--- config.mk ---
export PLATFORM = sky130hd
export DESIGN_NAME = cs_feeder
export DESIGN_NICKNAME = d
export VERILOG_FILES = /design/src/rtl/cs_feeder.sv
export SDC_FILE = /design/constraint.sdc
export NUM_CORES = 1
export LEC_CHECK = 0
export BUFFER_PORTS_ARGS = -buffer_cell sky130_fd_sc_hd__buf_2
export CAP_MARGIN = 20
export CORE_MARGIN = 2
export CORE_UTILIZATION = 45
export DETAILED_ROUTE_END_ITERATION = 8
export PLACE_DENSITY = 0.57
export RECOVER_POWER = 100
export SKIP_CTS_REPAIR_TIMING = 1
export SYNTH_ARGS = -nofsm -noshare
export SYNTH_HDL_FRONTEND = slang
export SYNTH_SLANG_ARGS = --single-unit
--- constraint.sdc ---
create_clock -name clk -period 3.74 [get_ports clk]
set_input_delay 0.374 -clock clk [delete_from_list [all_inputs] [get_ports clk]]
set_output_delay 0.374 -clock clk [all_outputs]
set_load 0.01 [all_outputs]
--- src/rtl/cs_feeder.sv ---
// Sample feeder for the CS smoothing filter: buffers bursty upstream data and streams one sample per clock on X.
// Tracks window warm-up so y_valid marks cycles where CS output reflects a full window of fresh samples.
//   state  | meaning
//   IDLE   | no pops, X holds, pushes still accepted
//   FILL   | waiting for level >= PRIME before streaming
//   STREAM | one pop per clock into X; empty FIFO flags underrun
module cs_feeder #(
  parameter int DEPTH  = 16,
  parameter int PRIME  = 4,
  parameter int WINDOW = 9,
  parameter int LAT    = 1
) (
  input  logic                     clk,
  input  logic                     reset,
  input  logic [7:0]               in_data,
  input  logic                     in_valid,
  output logic                     in_ready,
  input  logic                     start,
  input  logic                     stop,
  output logic [7:0]               X,
  output logic                     y_valid,
  output logic                     underrun,
  output logic [$clog2(DEPTH):0]   level
);

  localparam int AW = $clog2(DEPTH);
  localparam int LW = AW + 1;
  localparam int WW = $clog2(WINDOW + 1);

  typedef enum logic [1:0] {S_IDLE, S_FILL, S_STREAM} state_t;

  state_t          state_q, state_d;
  logic [AW-1:0]   wr_ptr_q, rd_ptr_q;
  logic [LW-1:0]   level_q, level_d;
  logic [7:0]      mem_q [DEPTH];
  logic [7:0]      x_q, x_d;
  logic [WW-1:0]   warm_q, warm_d;
  logic            und_q, und_d;
  logic [LAT-1:0]  yv_q, yv_d;
  logic            push, pop;

  assign in_ready = (level_q != LW'(DEPTH));
  assign push     = in_valid && in_ready;

  always_comb begin
    state_d = state_q;
    x_d     = x_q;
    warm_d  = warm_q;
    und_d   = und_q;
    pop     = 1'b0;
    case (state_q)
      S_IDLE: begin
        if (start) begin
          state_d = S_FILL;
          und_d   = 1'b0;
          warm_d  = '0;
        end
      end
      S_FILL: begin
        if (stop) begin
          state_d = S_IDLE;
        end else if (start) begin
          und_d  = 1'b0;
          warm_d = '0;
        end else if (level_q >= LW'(PRIME)) begin
          state_d = S_STREAM;
        end
      end
      S_STREAM: begin
        // stop takes priority over the empty-FIFO underrun condition
        if (stop) begin
          state_d = S_IDLE;
          warm_d  = '0;
        end else if (start) begin
          state_d = S_FILL;
          und_d   = 1'b0;
          warm_d  = '0;
        end else if (level_q == '0) begin
          state_d = S_FILL;
          und_d   = 1'b1;
          warm_d  = '0;
        end else begin
          pop = 1'b1;
          x_d = mem_q[rd_ptr_q];
          if (warm_q != WW'(WINDOW)) warm_d = warm_q + 1'b1;
        end
      end
      default: state_d = S_IDLE;
    endcase

    case ({push, pop})
      2'b10:   level_d = level_q + 1'b1;
      2'b01:   level_d = level_q - 1'b1;
      default: level_d = level_q;
    endcase

    if (state_d != S_STREAM) yv_d = '0;
    else                     yv_d = (yv_q << 1) | LAT'(warm_q == WW'(WINDOW));
  end

  always_ff @(posedge clk or negedge reset) begin
    if (!reset) begin
      state_q  <= S_IDLE;
      wr_ptr_q <= '0;
      rd_ptr_q <= '0;
      level_q  <= '0;
      x_q      <= '0;
      warm_q   <= '0;
      und_q    <= 1'b0;
      yv_q     <= '0;
    end else begin
      state_q <= state_d;
      level_q <= level_d;
      x_q     <= x_d;
      warm_q  <= warm_d;
      und_q   <= und_d;
      yv_q    <= yv_d;
      if (push) wr_ptr_q <= wr_ptr_q + 1'b1;
      if (pop)  rd_ptr_q <= rd_ptr_q + 1'b1;
    end
  end

  // storage needs no reset: entries are only read after being written
  always_ff @(posedge clk) begin
    if (push) mem_q[wr_ptr_q] <= in_data;
  end

  assign X        = x_q;
  assign y_valid  = yv_q[LAT-1];
  assign underrun = und_q;
  assign level    = level_q;

endmodule

# Word-level counts from Yosys, hierarchy flattened
# Memory sizes are Yosys's and may differ from the RTL's. A register that Yosys moved wholly into a read port is not among the register bits.
# Index checks and enable logic that the tools add are counted.
# classes
n_eq_ne,12
mux,29
n_addsub,5
bitwise_logic,3
magnitude_cmp,1
n_reduce_logical,9
# op_table
cell,count
two-way mux 4 bit,6
two-way mux 2 bit,7
adder 4 x 1 -> 4 bit (second input constant),3
two-way mux 1 bit,12
one-hot mux 4 bit (3 select lines),1
!= test 5 bit (second input constant),2
one-hot mux 5 bit (2 select lines),1
AND reduction 4 bit,2
!= test 2 bit (second input constant),3
one-hot mux 2 bit (3 select lines),1
adder 5 x 1 -> 5 bit (second input constant),1
greater-or-equal comparator 5 x 3 -> 1 bit (second input constant),1
zero test 5 bit,1
subtractor 5 x 1 -> 5 bit (second input constant),1
== test 2 x 1 -> 1 bit (second input constant),2
== test 2 bit (second input constant),2
== test 4 bit (second input constant),1
!= test 4 bit (second input constant),1
!= test 3 bit (second input constant),1
inverter 1 bit,3
one-hot mux 1 bit (3 select lines),1
AND reduction 3 bit,1
nonzero test 3 bit,1
zero test 2 bit,1
other kinds (3),3
# totals
reg_bits,21
mem_count,1
elab_cells,67
out_inout_bits,16
ram_bits,128
# memory_table
name,depth,word_bits,rd,rd_ports_with_merged_regs,wr,line_no,source
mem_q,16,8,1,1,1,35,logic [7:0] mem_q [DEPTH];

# Longest topological paths before layout
# logic_depth
word_depth,7
depth_mapped,12

# Worst setup path after synthesis
# OpenSTA, ideal clock, no wires.
# synth_path
kind,flip-flop to flip-flop
from,reg level_q[2] (netlist: level[2])
to,reg level_q[4] (netlist: level[4])
synth_period_minus_slack_ns,2.766
arrival_ns,2.642
path_slack_ns,0.974
stages_incl_launch_ff,13
required_ns,3.616
cell_sequence,dfrtp_1 -> buf_4 -> nor4_4 -> a2111oi_4 -> buf_4 -> ha_1 -> clkbuf_1 -> xor2_1 -> ha_1 -> o211a_1 -> o31ai_1 -> a31oi_1 -> xnor2_1
# synth_via
elab_chain_cells,7
# synth_rtl
element,line_no,source
start: declaration,34,"logic [LW-1:0] level_q, level_d;"
start signal: assignment,113,level_q <= level_d;
zero test 5 bit (*),78,end else if (level_q == '0) begin
two-way mux 1 bit (*),78,
two-way mux 1 bit (*),74,end else if (start) begin
two-way mux 1 bit (*),71,if (stop) begin
two-way mux 1 bit (*),51,case (state_q)
net pop,40,"logic push, pop;"
== test 2 x 1 -> 1 bit / == test 2 bit (equally long branches),91,"case ({push, pop})"
one-hot mux 5 bit (2 select lines) / nonzero test 2 bit (equally long branches),n/a,
# The timed path passes the listed nets; every way through them passes the cells marked *.
# A chain may end at the register's enable or synchronous reset.

# Final worst setup path
# layout_path
from,reg level_q[2] (netlist: level[2])
to,reg level_q[4] (netlist: level[4])
# layout_via
elab_chain_cells,7
# layout_rtl
element,line_no
zero test 5 bit,78
two-way mux 1 bit,78
two-way mux 1 bit,74
two-way mux 1 bit,71
two-way mux 1 bit,51
== test 2 x 1 -> 1 bit / == test 2 bit (equally long branches),91
one-hot mux 5 bit (2 select lines) / nonzero test 2 bit (equally long branches),n/a
# Several ways; a longest one is shown, not always the timed one.

==> results.json <==
{
  "finalNonFillerCells": 588,
  "timing.rr.start": "level[2]",
  "tritoncts": "yes",
  "final_antenna_net_count": 0,
  "fillers": 1167,
  "core_area_um2": 14000,
  "outcome": "finished, violations left",
  "die_h_um": 124,
  "fp-row-count": 43,
  "hold_class": "input pin to flip-flop",
  "grtUsageTotal_pct": 17.5,
  "r2r_cells": 8,
  "mappedNetlistArea_um2": 6510,
  "die_x_um": 124,
  "path_clk_slew_ns": 0.06,
  "holdPathEnd": "y_valid",
  "first_pass_iters": 4,
  "cp.arrival_ns": 3.37,
  "drcViolationCount": 0,
  "nNetsFinal": 419,
  "insertedDiodeCount": 0,
  "max_clock_freq_ghz": 0.329,
  "drive_above_1_share_pct": 19.1,
  "dp_hpwl_mm": 8.13,
  "hold_viol": 0,
  "first_iter_violations": 328,
  "drv_slew": 30,
  "fin_worst_skew_ns": 0.00754,
  "cts.sinks": 157,
  "grt_pass1_wl_mm": 19.9,
  "place_ws_ns": 0.961,
  "path_class": "flip-flop to flip-flop",
  "violations": "max-capacitance violations, max-slew violations",
  "dp_cells": 556,
  "grt_max_degree": 35,
  "ys_seq_area_share_pct": 70.2,
  "p_leak_nw": 2.44,
  "synth.distinct_cells": 44,
  "drv_cap": 1,
  "synth_area_per_cell_um2": 18.0,
  "finalCritPeriodShare_pct": 81.2,
  "hold_path_depth": 2,
  "first_global_vias": 3360,
  "cts_root_buf": "clkbuf_16",
  "clkLatencyLatePin_ns": 0.41,
  "syn_nets": 385,
  "io_buffers": 28,
  "finalSetupTns_ns": 0,
  "critPathLaunchType": "flip-flop",
  "ios": 29,
  "tightest_slew_ns": 1.60,
  "viasPerCell": 5.60,
  "endpoint_kind": "flip-flop",
  "start_util_pct": 46.5,
  "power.density_nw_per_um2": 651,
  "layout_min_cycle_time_ns": 3.04,
  "die_area_um2": 15400,
  "area_growth_pct": 11.7,
  "fin_ws_ns": 0.705,
  "grt_antenna_before_repair": 0,
  "critPathRequiredTime_ns": 4.08,
  "synth_warnings": 0,
  "r2r_end": "level[4]",
  "finalSetupViolations": 0,
  "rsz0062_at_grt": "no",
  "slew_headroom_pct": -6.66,
  "gp_congestion": 0.745,
  "wl_per_cell_um": 21.9,
  "postSynthCellCount": 361,
  "clk_path_buf_depth": 2,
  "path_max_fanout": 24,
  "grt_overflow_total": 0,
  "hp-start": "stop",
  "crit_start": "level[2]",
  "num_vias": 3290,
  "routed_wl_mm": 12.9,
  "ir_drop_uv": 421,
  "ys_ff_latch": 157,
  "cts_buffers": 17,
  "rrSetupSlack_ns": 0.70,
  "htree_levels": 4
}
## through the flow
step                instance area [um2]  hold WS, ns  util, %  total power (W)
floorplan                          6510       0.0784        -          0.00294
global placement                   6820        0.449     48.7          0.00323
detailed placement                 6820        0.458     48.7          0.00326
CTS                                7350      0.00923     52.5          0.00482
global route                       7270        0.199     52.0          0.00495
finish                             7270        0.215     52.0          0.00473
## kinds of logic after synthesis
family                     count (synthesis)  synth area share (%)
DFF                                      157                  70.2
and+or+nand+nor                           68                  5.44
AOI/OAI and AO/OA                         42                  5.52
muxes                                     42                  12.7
buffers and inverters                     27                  2.15
xor gates and xnor gates                  14                  1.88
adders and majority gates                 11                  2.12
## worst max-delay path, stage by stage (launching register included)
cell and delay, ns:
dfrtp_1 0.56, nor4_4 0.10, a2111oi_4 0.38, clkbuf_1 0.84
ha_1 0.47, a21oi_1 0.16, o31ai_1 0.10, a31oi_1 0.21
xnor2_1 0.14
## worst max path at each step
| stage | endpoint | slack, ns | cells after the start |
|---|---|---|---|
| 3_3_place_gp | level[4] | 1.10 | 10 |
| 5_1_grt | level[4] | 0.43 | 8 |
| 3_5_place_dp | level[4] | 0.96 | 10 |
| 4_1_cts | level[4] | 0.95 | 10 |
| 2_1_floorplan | level[4] | 0.97 | 12 |
| 6_report | level[4] | 0.70 | 8 |
## cells in the mapped netlist (all sizes together)
library cell | count | area [um2]
a21boi | 1 | 11.3
xnor2 | 7 | 61.3
xor2 | 7 | 61.3
o31ai | 1 | 7.51
dfrtp | 29 | 726
nor2b | 2 | 12.5
o22ai | 8 | 50.1
nand2 | 11 | 41.3
a211oi | 1 | 7.51
o2bb2ai | 2 | 17.5
and2 | 2 | 15.0
or3b | 1 | 8.76
o21ai | 6 | 30.0
a21o | 3 | 22.5
mux4 | 32 | 721
nand3b | 1 | 7.51
nor3b | 1 | 7.51
buf | 17 | 103
inv | 6 | 22.5
a221oi | 8 | 120
or2 | 2 | 12.5
and3b | 1 | 8.76
nand4 | 4 | 25.0
a21oi | 8 | 40.0
nand3 | 1 | 5.00
nor3 | 5 | 25.0
a2111oi | 1 | 27.5
clkbuf | 4 | 15.0
ha | 11 | 138
or4b | 1 | 10.0
nor2 | 29 | 109
a31oi | 1 | 6.26
mux2 | 2 | 22.5
mux2i | 8 | 80.1
o211a | 1 | 10.0
edfxtp | 128 | 3840
a311oi | 1 | 8.76
nor4 | 1 | 21.3
nand2b | 6 | 45.0
## routing by layer
| layer | global-route usage (%) | wire length (um) | vias to the layer above |
|---|---|---|---|
| met5 | 0 | 0 | - |
| met4 | 4.36 | 102 | 0 |
| met3 | 5.51 | 548 | 8 |
| met2 | 26.5 | 6120 | 82 |
| met1 | 24.9 | 6120 | 1716 |
| li1 | - | - | 1484 |
## registers in the layout, summed over array words and instances, names as in the netlist
signal	count
level	5
underrun	1
wr_ptr_q	4
warm_q	4
mem_q	128
X	8
rd_ptr_q	4
state_q	2
y_valid	1
## final cells by class
class                      count  area, um2  area share (%)
multi-input combinational    177       1770            24.3
tap                          180        225            3.10
clock inverter                15        105            1.45
timing repair buffer          36        150            2.07
sequential                   157       4570            62.9
inverter                       6       22.5           0.310
clock buffer                  17        425            5.85
## where the power goes
group          internal, W  switching [W]
combinational     0.000314       0.000499
sequential         0.00215       0.000217
clock             0.000898       0.000655
total              0.00336        0.00137
## placed cells by master, fill, tap and decap left out, types with 4 or more instances in the layout
cell type | Yosys | routed
a21oi_1 | 8 | 8
a221oi_1 | 0 | 4
a221oi_2 | 8 | 4
clkbuf_1 | 4 | 30
clkbuf_16 | 0 | 17
clkinv_1 | 0 | 6
clkinv_2 | 0 | 4
dfrtp_1 | 29 | 28
edfxtp_1 | 128 | 128
ha_1 | 11 | 11
inv_1 | 6 | 6
mux2i_1 | 8 | 8
mux4_2 | 32 | 32
nand2_1 | 11 | 11
nand2b_1 | 5 | 5
nand4_1 | 4 | 4
nor2_1 | 29 | 29
nor3_1 | 5 | 5
o21ai_0 | 6 | 6
o22ai_1 | 8 | 8
xnor2_1 | 7 | 7
xor2_1 | 7 | 7
No activity file was read; power rests on OpenSTA's default activity.
